## src/rtl/multicycle_control.sv

```systemverilog
// Control FSM for the 16-bit multi-cycle processor: sequences fetch/decode/execute
// and drives the Calculations-stage selects plus PC, IR, memory and register-file enables.
module multicycle_control #(
  parameter logic [3:0] ALU_ADD = 4'b0000,
  parameter logic [3:0] ALU_SUB = 4'b0001,
  parameter int         CNT_W   = 16
) (
  input  logic             clk,
  input  logic             reset,
  input  logic [15:0]      input_IR,
  input  logic             input_Zero,
  output logic [3:0]       output_ALUOp,
  output logic [1:0]       output_ALUSrcA,
  output logic [1:0]       output_ALUSrcB,
  output logic             output_PCSrc,
  output logic             output_PCWrite,
  output logic             output_IRWrite,
  output logic             output_MemRead,
  output logic             output_MemWrite,
  output logic             output_RegWrite,
  output logic             output_MemtoReg,
  output logic             output_RegDst,
  output logic             output_IorD,
  output logic [3:0]       output_state,
  output logic             output_halted,
  output logic             output_illegal,
  output logic [CNT_W-1:0] output_instr_count
);

  typedef enum logic [3:0] {
    S_FETCH    = 4'd0,
    S_DECODE   = 4'd1,
    S_MEM_ADDR = 4'd2,
    S_MEM_RD   = 4'd3,
    S_MEM_WB   = 4'd4,
    S_MEM_WR   = 4'd5,
    S_EXEC_R   = 4'd6,
    S_EXEC_I   = 4'd7,
    S_ALU_WB   = 4'd8,
    S_BRANCH   = 4'd9,
    S_JUMP     = 4'd10,
    S_HALT     = 4'd11
  } state_t;

  typedef struct packed {
    logic [3:0] aluop;
    logic [1:0] srca;
    logic [1:0] srcb;
    logic       pcsrc;
    logic       pcwrite;
    logic       irwrite;
    logic       memread;
    logic       memwrite;
    logic       regwrite;
    logic       memtoreg;
    logic       regdst;
    logic       iord;
    logic       halted;
  } ctrl_t;

  state_t          state_q, state_d;
  ctrl_t           ctrl_q;
  logic            armed_q;
  logic [CNT_W-1:0] count_q;
  logic            unused_ir;

  assign unused_ir = ^input_IR[11:4];

  // Output values for the state about to be entered; IR is stable across every
  // edge that leads into an IR-dependent state because IRWrite is only high in FETCH.
  function automatic ctrl_t ctrl_for(state_t s, logic [15:0] ir);
    ctrl_t c;
    c = '0;
    case (s)
      S_FETCH: begin
        c.memread = 1'b1;
        c.irwrite = 1'b1;
        c.pcwrite = 1'b1;
        c.srcb    = 2'b01;
        c.aluop   = ALU_ADD;
      end
      S_DECODE: begin
        c.srcb  = 2'b10;
        c.aluop = ALU_ADD;
      end
      S_EXEC_R: begin
        c.srca  = 2'b10;
        c.aluop = ir[3:0];
      end
      S_EXEC_I, S_MEM_ADDR: begin
        c.srca  = 2'b10;
        c.srcb  = 2'b10;
        c.aluop = ALU_ADD;
      end
      S_ALU_WB: begin
        c.regwrite = 1'b1;
        c.regdst   = (ir[15:12] == 4'd0);
      end
      S_MEM_RD: begin
        c.iord    = 1'b1;
        c.memread = 1'b1;
      end
      S_MEM_WB: begin
        c.regwrite = 1'b1;
        c.memtoreg = 1'b1;
      end
      S_MEM_WR: begin
        c.iord     = 1'b1;
        c.memwrite = 1'b1;
      end
      S_BRANCH: begin
        c.srca  = 2'b10;
        c.aluop = ALU_SUB;
        c.pcsrc = 1'b1;
      end
      S_JUMP: begin
        c.pcsrc   = 1'b1;
        c.pcwrite = 1'b1;
      end
      S_HALT:  c.halted = 1'b1;
      default: c = '0;
    endcase
    return c;
  endfunction

  always_comb begin
    state_d = S_FETCH;
    case (state_q)
      S_FETCH: state_d = S_DECODE;
      S_DECODE: begin
        case (input_IR[15:12])
          4'd0:       state_d = S_EXEC_R;
          4'd1:       state_d = S_EXEC_I;
          4'd2, 4'd3: state_d = S_MEM_ADDR;
          4'd4, 4'd5: state_d = S_BRANCH;
          4'd6:       state_d = S_JUMP;
          4'd7:       state_d = S_HALT;
          default:    state_d = S_FETCH;
        endcase
      end
      S_MEM_ADDR: state_d = (input_IR[15:12] == 4'd2) ? S_MEM_RD : S_MEM_WR;
      S_MEM_RD:   state_d = S_MEM_WB;
      S_EXEC_R:   state_d = S_ALU_WB;
      S_EXEC_I:   state_d = S_ALU_WB;
      S_HALT:     state_d = S_HALT;
      default:    state_d = S_FETCH;
    endcase
  end

  // The first edge after reset only arms the FSM so FETCH gets a full cycle with its enables.
  always_ff @(posedge clk or negedge reset) begin
    if (!reset) begin
      state_q <= S_FETCH;
      ctrl_q  <= '0;
      armed_q <= 1'b0;
      count_q <= '0;
    end else if (!armed_q) begin
      armed_q <= 1'b1;
      ctrl_q  <= ctrl_for(S_FETCH, input_IR);
    end else begin
      state_q <= state_d;
      ctrl_q  <= ctrl_for(state_d, input_IR);
      if (state_d == S_FETCH && state_q != S_FETCH)
        count_q <= count_q + CNT_W'(1);
    end
  end

  // beq (opcode 4) writes PC on Zero, bne (opcode 5) on ~Zero; opcode bit 12 tells them apart.
  assign output_PCWrite     = ctrl_q.pcwrite |
                              ((state_q == S_BRANCH) & (input_Zero ^ input_IR[12]));
  assign output_illegal     = (state_q == S_DECODE) & input_IR[15];
  assign output_ALUOp       = ctrl_q.aluop;
  assign output_ALUSrcA     = ctrl_q.srca;
  assign output_ALUSrcB     = ctrl_q.srcb;
  assign output_PCSrc       = ctrl_q.pcsrc;
  assign output_IRWrite     = ctrl_q.irwrite;
  assign output_MemRead     = ctrl_q.memread;
  assign output_MemWrite    = ctrl_q.memwrite;
  assign output_RegWrite    = ctrl_q.regwrite;
  assign output_MemtoReg    = ctrl_q.memtoreg;
  assign output_RegDst      = ctrl_q.regdst;
  assign output_IorD        = ctrl_q.iord;
  assign output_halted      = ctrl_q.halted;
  assign output_state       = state_q;
  assign output_instr_count = count_q;

endmodule
```

## config.mk

```make
export PLATFORM = sky130hd
export DESIGN_NAME = multicycle_control
export DESIGN_NICKNAME = d
export VERILOG_FILES = /design/src/rtl/multicycle_control.sv
export SDC_FILE = /design/constraint.sdc
export NUM_CORES = 1
export LEC_CHECK = 0
export ABC_CLOCK_PERIOD_IN_PS = 2800
export CORE_UTILIZATION = 45
export CTS_CLUSTER_DIAMETER = 50
export DETAILED_ROUTE_END_ITERATION = 12
export GPL_TIMING_DRIVEN = 0
export PLACE_DENSITY = 0.83
export SLEW_MARGIN = 5
export SYNTH_ARGS = -nofsm -noshare
export SYNTH_HDL_FRONTEND = slang
export SYNTH_SLANG_ARGS = --single-unit
```

## constraint.sdc

```tcl
create_clock -name clk -period 2.8 [get_ports clk]
set_input_delay 0.56 -clock clk [delete_from_list [all_inputs] [get_ports clk]]
set_output_delay 0.56 -clock clk [all_outputs]
set_load 0.05 [all_outputs]
```

Word level (Yosys, flattened, before mapping)
Memory sizes are Yosys's and may differ from the RTL's.
Cells that the tools add are included.
{ "op_classes": {"n_eq_ne": 19, "reduce_logical": 14, "mux": 17, "n_addsub": 1, "bitwise_logic": 4} }
{ "ops": {"columns": ["cell", "count"], "rows": [
  ["== test 4 x 3 -> 1 bit, second input constant", 6],
  ["== test 4 bit, second input constant", 6],
  ["case mux 4 bit (6 select lines)", 1],
  ["== test 4 x 2 -> 1 bit, second input constant", 5],
  ["two-way mux 18 bit", 1],
  ["adder 16 x 1 -> 16 bit, second input constant", 1],
  ["zero test 4 bit", 3],
  ["OR reduction 2 bit", 6],
  ["two-way mux 1 bit", 10],
  ["== test 4 x 1 -> 1 bit, second input constant", 2],
  ["case mux 4 bit (2 select lines)", 1],
  ["two-way mux 4 bit", 1],
  ["case mux 2 bit (2 select lines)", 1],
  ["nonzero test 4 bit", 1],
  ["OR reduction 4 bit", 1],
  ["two-way mux 3 bit", 1],
  ["OR reduction 3 bit", 1],
  ["bitwise AND 1 bit", 2],
  ["two-way mux 2 bit", 1],
  ["AND reduction 2 bit", 1],
  ["logical AND 1 bit", 1],
  ["OR 1 bit", 1],
  ["bitwise XOR 1 bit", 1]
]} }
{ "word_totals": {"mem_bits_ro": 32, "regBits": 39, "n_memories": 1, "out_inout_bits": 39} }
{ "memory_table": {"columns": ["memory", "depth", "width", "rd", "rd_ports_with_merged_regs", "write_ports", "line_no", "text"], "rows": [
  ["(name not given)", 8, 4, 1, 0, 0, "131", "case (input_IR[15:12])"]
]} }

Longest topological paths before layout
Gate-level depths: netlist of the first run.
{ "logic_depth": {"ltp_word": 7, "depth_mapped": 8, "mapped_depth_nobuf": 6} }

Worst setup path before layout of the first run
No wires, ideal clock.
{ "synth_path": {"kind": "flip-flop to flip-flop", "from": "register state_q[2] (netlist: output_state[2])", "to": "register count_q[8] (netlist: output_instr_count[8])", "path_stages_with_launch": 9, "arrival_time_ps": 2353, "synth_period_minus_slack_ps": 2435, "setup_time_ps": 82, "slack_ps": 365, "path_buffers": 2, "path_cell_list": "dfrtp_1 -> buf_4 -> nor3_2 -> and2_4 -> a221o_1 -> or4b_1 -> buf_6 -> nor3_4 -> xor2_1"} }
{ "synth_via": {"elab_chain_cells": 6, "elab_cells_between_ends": 13, "classes_between": "6 x eq/ne; 1 x mux; 6 x reduce/logical"} }
{ "synth_lines": {"columns": ["element", "line_no", "text"], "rows": [
  ["from (decl)", "61", "state_t state_q, state_d;"],
  ["from (signal assigned)", "161", "state_q <= state_d;"],
  ["== test 4 x 3 -> 1 bit", "128", "case (state_q)"],
  ["OR reduction 2 bit (no source line)", null, null],
  ["case mux 4 bit (6 select lines)", "128", null],
  ["zero test 4 bit", "163", "if (state_d == S_FETCH && state_q != S_FETCH)"],
  ["logical AND 1 bit (*)", "163", null],
  ["AND reduction 2 bit (no source line) (*)", null, null],
  ["to (signal assigned)", "164", "count_q <= count_q + CNT_W'(1);"],
  ["to (decl)", "64", "logic [CNT_W-1:0] count_q;"]
]} }
Mark *: on every way between the ends. The rest lies on a longest branch, timed or not.
A chain may end at the register's enable or synchronous reset.

Worst setup path after layout of the first run
{ "layout_path": {"from": "input input_IR[13]", "to": "register count_q[15] (netlist: output_instr_count[15])"} }
{ "layout_via": {"elab_chain_cells": 6, "elab_cells_between_ends": 8, "classes_between": "1 x eq/ne; 3 x mux; 3 x reduce/logical; 1 x memory"} }
{ "layout_lines": {"columns": ["element", "line_no", "text"], "rows": [
  ["from (decl)", "10", "input logic [15:0] input_IR,"],
  ["memory read (8 x 4 bit) or == test 4 x 2 -> 1 bit (tied branches)", null, null],
  ["two-way mux 4 bit or two-way mux 3 bit (tied branches)", "131, 141", null],
  ["case mux 4 bit (6 select lines) (*)", "128", null],
  ["zero test 4 bit (*)", "163", null],
  ["logical AND 1 bit (*)", "163", null],
  ["AND reduction 2 bit (no source line) (*)", null, null]
]} }
Marked as above.

==> results of run 1 <==
[kinds of logic after synthesis]
kind of cell	share of synthesized area, %
buffers and inverters	6.81
AND/OR/NAND/NOR	22.0
flip-flops	51.8
AO/OA/AOI/OAI	8.99
multiplexers	1.23
adder cells (fa/ha/maj)	0.681
other	0.409
XOR/XNOR	8.11
[through the flow]
step	total power [mW]	setup TNS, ns	utilization (%)
4_1_cts	2.31	0	65.0
5_1_grt	2.43	0	65.1
3_5_place_dp	1.91	-0.312	62.5
6_report	2.29	0	65.1
2_1_floorplan	1.57	0	-
3_3_place_gp	1.90	-0.195	62.6
[placed cells by master (no fill, tap or decap), types with 2 or more instances in the layout]
master           instances
conb_1                   2
nand2_1                 18
nor4_1                   2
nand2b_1                 3
buf_6                    3
mux2_2                   2
buf_4                    9
xor2_1                   6
dfrtp_1                 38
xnor2_1                 11
nand4_1                  3
o211ai_1                 2
nor3_1                   5
nor3b_1                  3
dlymetal6s2s_1           2
buf_2                    2
clkbuf_1                 2
o21a_1                   2
inv_1                    3
nor2_1                  16
and3_1                   3
o21ai_0                  3
clkdlybuf4s50_1         45
clkbuf_8                 6
nor2b_1                  3
a21oi_1                  6
nand3_1                  7
and2_1                   4
[flip-flops by register name (all words and copies together), names as in the netlist]
| name | flops |
|---|---|
| output_instr_count | 16 |
| output_ALUOp | 4 |
| output_state | 4 |
| output_ALUSrcB | 2 |
| armed_q | 1 |
| ctrl_q | 1 |
| output_ALUSrcA | 1 |
| output_IRWrite | 1 |
| output_IorD | 1 |
| output_MemRead | 1 |
| output_MemWrite | 1 |
| output_MemtoReg | 1 |
| output_PCSrc | 1 |
| output_RegDst | 1 |
| output_RegWrite | 1 |
| output_halted | 1 |
[timing repair]
| item | in CTS | in global routing |
|---|---|---|
| resized for setup | 0 | 2 |
| endpoints found under the setup margin | 0 | 2 |
| hold buffers | 0 | 0 |
| endpoints found under the hold margin | 0 | 0 |
[report_power, final]
part / leakage (nW) / internal (mW) / total (mW) / switching, mW
logic: 0.574 / 0.435 / 1.17 / 0.738
registers: 0.495 / 0.654 / 0.726 / 0.0725
clock network: 0.0472 / 0.198 / 0.387 / 0.189
[cell type report]
class | instances | area, um2
well taps | 48 | 60.1
clock buffers | 6 | 82.6
plain buffers | 15 | 114
fillers | 331 | 1330
multi-input cells | 121 | 761
clock inverters | 2 | 12.5
repair buffers | 48 | 480
flip-flops and latches | 38 | 951
inverters | 3 | 11.3
[worst max-delay path by stage]
| stage | slack (ns) | depth (start not counted) | startpoint | endpoint |
|---|---|---|---|---|
| after global placement | -0.07 | 7 | input_IR[13] | output_instr_count[15]$_DFFE_PN0P_ |
| after floorplan | 0.36 | 8 | output_state[2]$_DFFE_PN0P_ | output_instr_count[8]$_DFFE_PN0P_ |
| after global routing | 0.05 | 7 | input_IR[13] | output_instr_count[15]$_DFFE_PN0P_ |
| after detailed placement | -0.08 | 7 | input_IR[13] | output_instr_count[15]$_DFFE_PN0P_ |
| after CTS | 0.008 | 4 | output_state[2]$_DFFE_PN0P_ | output_illegal |
| final | 0.23 | 7 | input_IR[13] | output_instr_count[15]$_DFFE_PN0P_ |
[metal layers]
layer,vias to the layer above,track usage [%],routed length [um]
met4,0,8.15,40
li1,702,-,-
met5,-,0,0
met1,685,23.0,1510
met2,65,31.5,1790
met3,4,4.83,247
==> impl_metrics.csv, run 1 <==
group,metric,value,unit
route,detailedRoute.firstPassIterationCount,4,
floorplan,height_of_the_die,65.9,um
setup_path,ff_to_ff_path_depth,7,
yosys,synth_enable_flop_cells,0,
setup_path,cp_num_buf_inv,1,
setup_path,cp_cell_sequence,"clkdlybuf4s50_1 -> nand2b_1 -> a21o_1 -> a221o_1 -> nor3_1 -> nand4_1 -> xnor2_1",
final_layout,final_nets,252,
yosys,share_of_the_synthesized_area_in_the_top_cell_type,51.8,%
yosys,ys_seq_area_share,51.8,%
yosys,synth.cells.most_frequent,"38 x dfrtp_1, 18 x nand2_1, 16 x nor2_1, 11 x xnor2_1, 9 x buf_4",
floorplan,row_count,22,
setup_path,regToRegSetupSlack,0.51,ns
yosys,synth.distinct_cells,45,
setup_path,critPathCaptureType,"flop",
timing,max_clock_freq,390,MHz
setup_path,worst_r2r_endpoint,"output_instr_count[15]$_DFFE_PN0P_",
grt,initial_antenna_violation_count,0,
timing,max-slew-margin-rel,46.6,%
placed_design,placed_cell_area,2370,um2
floorplan,core_region_area,3800,um2
cts,cts.clk_slew.worst_paths,0.07,ns
grt,via_count_of_the_first_global_routing_pass,1424,
final_layout,final-instance-count-excl-fill,281,
min_path,min_path_type,"in -> async",
setup_path,critical_path.slowest_cell,"nor3_1",
placed_design,dp_slack,-0.0772,ns
final_layout,area_delta_synth_final,34.6,%
yosys,yosys.area.top_type,"dfrtp_1",
route,drt_drc_violations_left,0,
placed_design,io_buffers,48,
timing,timing.hold.ws,0.360,ns
route,dr.first_iter.drc_count,79,
floorplan,die_width,65.9,um
cts,cts_root_buffer,"clkbuf_8",
setup_path,timing.critical_path.slowest_cell_delay,0.63,ns
timing,setup_viol,0,
cts,numClockSinks,38,
yosys,post-synth-top-count-cell,"dfrtp_1",
placed_design,dpl.hpwl,2620,um
run_status,run_status,"completed",
cts,h-tree-depth,2,
timing,layout_setup_ws,0.235,ns
route,detail_route.wl_per_cell,12.8,um
setup_path,required,2.98,ns
yosys,synth.top_cells.by_area,"dfrtp_1 52%, xnor2_1 5.2%, buf_4 3.7%, nand2_1 3.7%, nor2_1 3.3%",
setup_path,worst_setup_sp_type,"input port",
timing,rsz0062_at_grt,"false",
final_layout,stdcell_area,2470,um2
cts,worst_skew_pair.late_latency,0.29,ns
timing,layout_worst_path_cycle_share,91.6,%
yosys,yosysWarnings,0,
cts,cts-root-to-sink-buffers,2,
yosys,mappedNetlistArea,1840,um2
power_and_ir_drop,vdd.ir_drop.worst,0.000591,V
floorplan,top_level_ports,58,
timing,finalCriticalPeriod,2.57,ns
yosys,postSynthNetCount,197,
yosys,async_flop_share,100,%
placed_design,gp_routability_congestion,0.881,
grt,globalRoute.totalOverflow,0,
setup_path,crit-reg2reg-launch,"output_state[1]$_DFFE_PN0P_",
grt,globalRouteTotalUtil,19.0,%
yosys,synth_top_flop_cell,"dfrtp_1",
flow_run,drv_cap,0,
route,drt-vias-per-instance,5.18,
setup_path,cp_max_fo,7,
timing,final_max_slew_viol_count,0,
yosys,syn_area_per_cell,10.4,um2
setup_path,cpLargestDelayFamily,"simple AND/OR/NAND/NOR gates",
route,wl,3590,um
floorplan,start_util,48.4,%
timing,timing.clock.skew,0.00322,ns
cts,postCtsSetupBuffers,0,
power_and_ir_drop,power.leakage,1.12,nW
final_layout,num_antenna_cells,0,
power_and_ir_drop,power.density,925,nW/um2
grt,grt_start_max_net_pins,39,
yosys,syn-instance-count,177,
setup_path,crit_arrival,2.74,ns
grt,grt_pass1_wl,6270,um
floorplan,die-area,4340,um2
timing,timing.final.hold_violations,0,
route,vias,1456,
placed_design,placedCellCount,273,
cts,tritoncts_clock_tree,"built",
timing,max_slew.worst_pin.slew,0.800,ns
setup_path,crit_type,"in -> reg",
yosys,register_bit_total_from_synthesis,38,
route,final_antenna_net_count,0,
final_layout,layout-drive-gt1-share,12.4,%
cts,tritoncts.num_buffers,5,
No activity file was read; power rests on OpenSTA's default activity.
==> run 2, diff against run 1 <==
--- a/config.mk
+++ b/config.mk
@@ -7,6 +7,7 @@
 export LEC_CHECK = 0
 export ABC_CLOCK_PERIOD_IN_PS = 2800
 export CORE_UTILIZATION = 45
+export CTS_BUF_LIST = sky130_fd_sc_hd__clkbuf_4 sky130_fd_sc_hd__clkbuf_8
 export CTS_CLUSTER_DIAMETER = 50
 export DETAILED_ROUTE_END_ITERATION = 12
 export GPL_TIMING_DRIVEN = 0
==> results of run 2 <==
Final layout, timing and power as in run 1 (identical DEF).
==> run 3, diff against run 2 <==
--- a/config.mk
+++ b/config.mk
@@ -5,13 +5,14 @@
 export SDC_FILE = /design/constraint.sdc
 export NUM_CORES = 1
 export LEC_CHECK = 0
+export ABC_AREA = 1
 export ABC_CLOCK_PERIOD_IN_PS = 2800
 export CORE_UTILIZATION = 45
 export CTS_BUF_LIST = sky130_fd_sc_hd__clkbuf_4 sky130_fd_sc_hd__clkbuf_8
 export CTS_CLUSTER_DIAMETER = 50
 export DETAILED_ROUTE_END_ITERATION = 12
 export GPL_TIMING_DRIVEN = 0
-export PLACE_DENSITY = 0.83
+export PLACE_DENSITY = 0.8
 export SLEW_MARGIN = 5
 export SYNTH_ARGS = -nofsm -noshare
 export SYNTH_HDL_FRONTEND = slang
==> run 3 against run 2 <==
The run now ends with design-rule violations left. First-iteration DRC count rose by 34%. Maximum frequency up 8.2%. Sequential power shrank 2%. Area after synthesis up 16%. Sequential cell count stayed put. Largest cell class is now multi-input combinational cells.
==> impl_metrics.csv, run 3 <==
group,metric,value,unit
run_status,run_status,"finished with violations",
run_status,failed_checks,"design-rule violations",
power_and_ir_drop,power.density,787,nW/um2
final_layout,final-instance-count-excl-fill,384,
grt,grt_pass1_wl,7460,um
grt,grt_start_max_net_pins,39,
grt,via_count_of_the_first_global_routing_pass,1760,
placed_design,placed_cell_area,2680,um2
timing,max-slew-margin-rel,45.5,%
timing,layout_worst_path_cycle_share,84.7,%
yosys,synth.distinct_cells,28,
yosys,syn-instance-count,276,
setup_path,crit_arrival,1.81,ns
floorplan,row_count,24,
final_layout,largest_register_ffs,16,
final_layout,final_cell_mix,"81 x nand2_1, 45 x clkdlybuf4s50_1, 38 x dfrtp_1, 33 x nand3_1, 32 x nor2_1",
timing,timing.final.hold_violations,0,
final_layout,final.fill_count,395,
min_path,min_path_type,"in -> async",
grt,globalRouteTotalUtil,18.6,%
route,drt-vias-per-instance,4.80,
cts,cts_hold_buf,0,
yosys,ys_seq_area_share,44.5,%
yosys,synth_top_flop_cell,"dfrtp_1",
yosys,synth.cells.most_frequent,"81 x nand2_1, 38 x dfrtp_1, 33 x nand3_1, 32 x nor2_1, 23 x inv_1",
final_layout,final_common_cell,"nand2_1",
cts,worst_skew_pair.late_latency,0.28,ns
cts,cts_root_buffer,"clkbuf_8",
setup_path,ff_to_ff_path_depth,9,
yosys,register_bit_total_from_synthesis,38,
route,vias,1845,
cts,cts.clk_slew.worst_paths,0.07,ns
setup_path,required,2.24,ns
timing,max_slew.worst_pin.slew,0.818,ns
yosys,synth_enable_flop_cells,0,
yosys,postSynthNetCount,296,
floorplan,start_util,47.8,%
flow_run,drv_cap,0,
route,detail_route.wl_per_cell,11.4,um
grt,initial_antenna_violation_count,0,
setup_path,critPathCaptureType,"output pin",
setup_path,crit_type,"in -> out",
route,wl,4380,um
final_layout,final_nets,351,
final_layout,stdcell_area,2780,um2
yosys,yosys.area.top_type,"dfrtp_1",
setup_path,cp_max_fo,5,
yosys,yosysWarnings,0,
cts,tritoncts.num_buffers,5,
final_layout,final_util,62.1,%
timing,finalCriticalPeriod,2.37,ns
cts,numClockSinks,38,
timing,final_max_slew_viol_count,0,
grt,globalRoute.totalOverflow,0,
yosys,share_of_the_synthesized_area_in_the_top_cell_type,44.5,%
floorplan,height_of_the_die,70.9,um
floorplan,core_region_area,4470,um2
power_and_ir_drop,power.leakage,1.42,nW
timing,final.setup.tns,0,ns
route,detailedRoute.firstPassIterationCount,8,
timing,rsz0062_at_grt,"false",
route,final_antenna_net_count,0,
timing,timing.hold.ws,0.371,ns
placed_design,dpl.hpwl,3280,um
setup_path,worst_setup_sp_type,"input port",
placed_design,placedCellCount,376,
yosys,post-synth-top-count-cell,"nand2_1",
yosys,synth.top_cells.by_area,"dfrtp_1 44%, nand2_1 14%, nand3_1 7.7%, nor2_1 5.6%, inv_1 4.0%",
floorplan,die_width,70.9,um
route,drt_drc_violations_left,8,
power_and_ir_drop,vdd.ir_drop.worst,0.000472,V
timing,setup_viol,0,
placed_design,io_buffers,48,
yosys,mappedNetlistArea,2140,um2
final_layout,area_delta_synth_final,30.0,%
final_layout,layout-drive-gt1-share,13.0,%
cts,h-tree-depth,2,
floorplan,die-area,5030,um2
placed_design,gp_routability_congestion,0.862,
timing,max_clock_freq,422,MHz
yosys,syn_area_per_cell,7.75,um2
route,dr.first_iter.drc_count,106,
final_layout,num_antenna_cells,0,
yosys,async_flop_share,100,%
timing,timing.clock.skew,0.00652,ns
floorplan,top_level_ports,58,
cts,tritoncts_clock_tree,"built",
cts,cts-root-to-sink-buffers,2,
[run 3: changes by cell type in the layout (fill, tap and decap cells not counted), sizes merged, moves of 4 or more]
cell	change
nor2b	-4
inv	+26
and2	-5
nor2	+22
nand2	+71
xnor2	-4
nand3	+28
[run 3: kinds of logic after synthesis]
logic type | share of synthesized area [%]
AO/OA/AOI/OAI | 2.34
flip-flops | 44.5
other | 0.351
adder cells (fa/ha/maj) | 0.585
XOR/XNOR | 5.32
buffers and inverters | 9.65
AND/OR/NAND/NOR | 37.3
[run 3: through the flow]
step	setup WS, ns	power, mW
4_1_cts	0.0150	2.21
5_1_grt	0.365	2.32
2_1_floorplan	0.184	1.51
3_3_place_gp	0.0153	1.80
6_report	0.429	2.19
3_5_place_dp	0.0202	1.82
[run 3: area by class of cell]
class | count | area (um2) | area share, %
Multi-Input combinational cell | 196 | 981 | 35.3
Sequential cell | 38 | 951 | 34.2
Timing Repair Buffer | 48 | 480 | 17.3
Inverter | 29 | 109 | 3.92
Buffer | 13 | 97.6 | 3.51
Clock buffer | 7 | 90.1 | 3.24
Tap cell | 52 | 65.1 | 2.34
Clock inverter | 1 | 5.00 | 0.180
[run 3: where the power goes]
part	switching, mW	total (mW)	internal, mW	leakage [nW]
registers	0.0734	0.708	0.634	0.506
logic	0.735	1.09	0.359	0.859
clock network	0.175	0.384	0.208	0.0517
[run 3: final timing paths]
check,from,to,slack [ns]
worst max-delay path,input_IR[15],output_illegal,0.43
worst min-delay path,reset,output_instr_count[10]$_DFFE_PN0P_,0.37
worst max register to register,output_instr_count[2]$_DFFE_PN0P_,output_instr_count[11]$_DFFE_PN0P_,1.07
worst min register to register,output_instr_count[14]$_DFFE_PN0P_,output_instr_count[14]$_DFFE_PN0P_,0.52
max in group asynchronous,reset,output_IorD$_DFF_PN0_,1.91
min in group clk,output_instr_count[14]$_DFFE_PN0P_,output_instr_count[14]$_DFFE_PN0P_,0.52
[run 3: what timing repair did]
item | in CTS | in global routing
setup endpoints to repair | 0 | 2
resized for setup | 0 | 2
buffers inserted | 0 | 0
[run 3: layer usage]
layer	global-route usage (%)	vias up	share of wire, %
met2	29.6	53	46
met1	25.5	832	48
met3	3.42	2	5.4
met5	0	-	0
li1	-	958	-
met4	7.11	0	0.84
[run 3: worst max-delay path: stages]
cell and delay (ns):
clkdlybuf4s50_1 0.54, inv_1 0.10, nor3_1 0.17, dlymetal6s2s_1 0.44
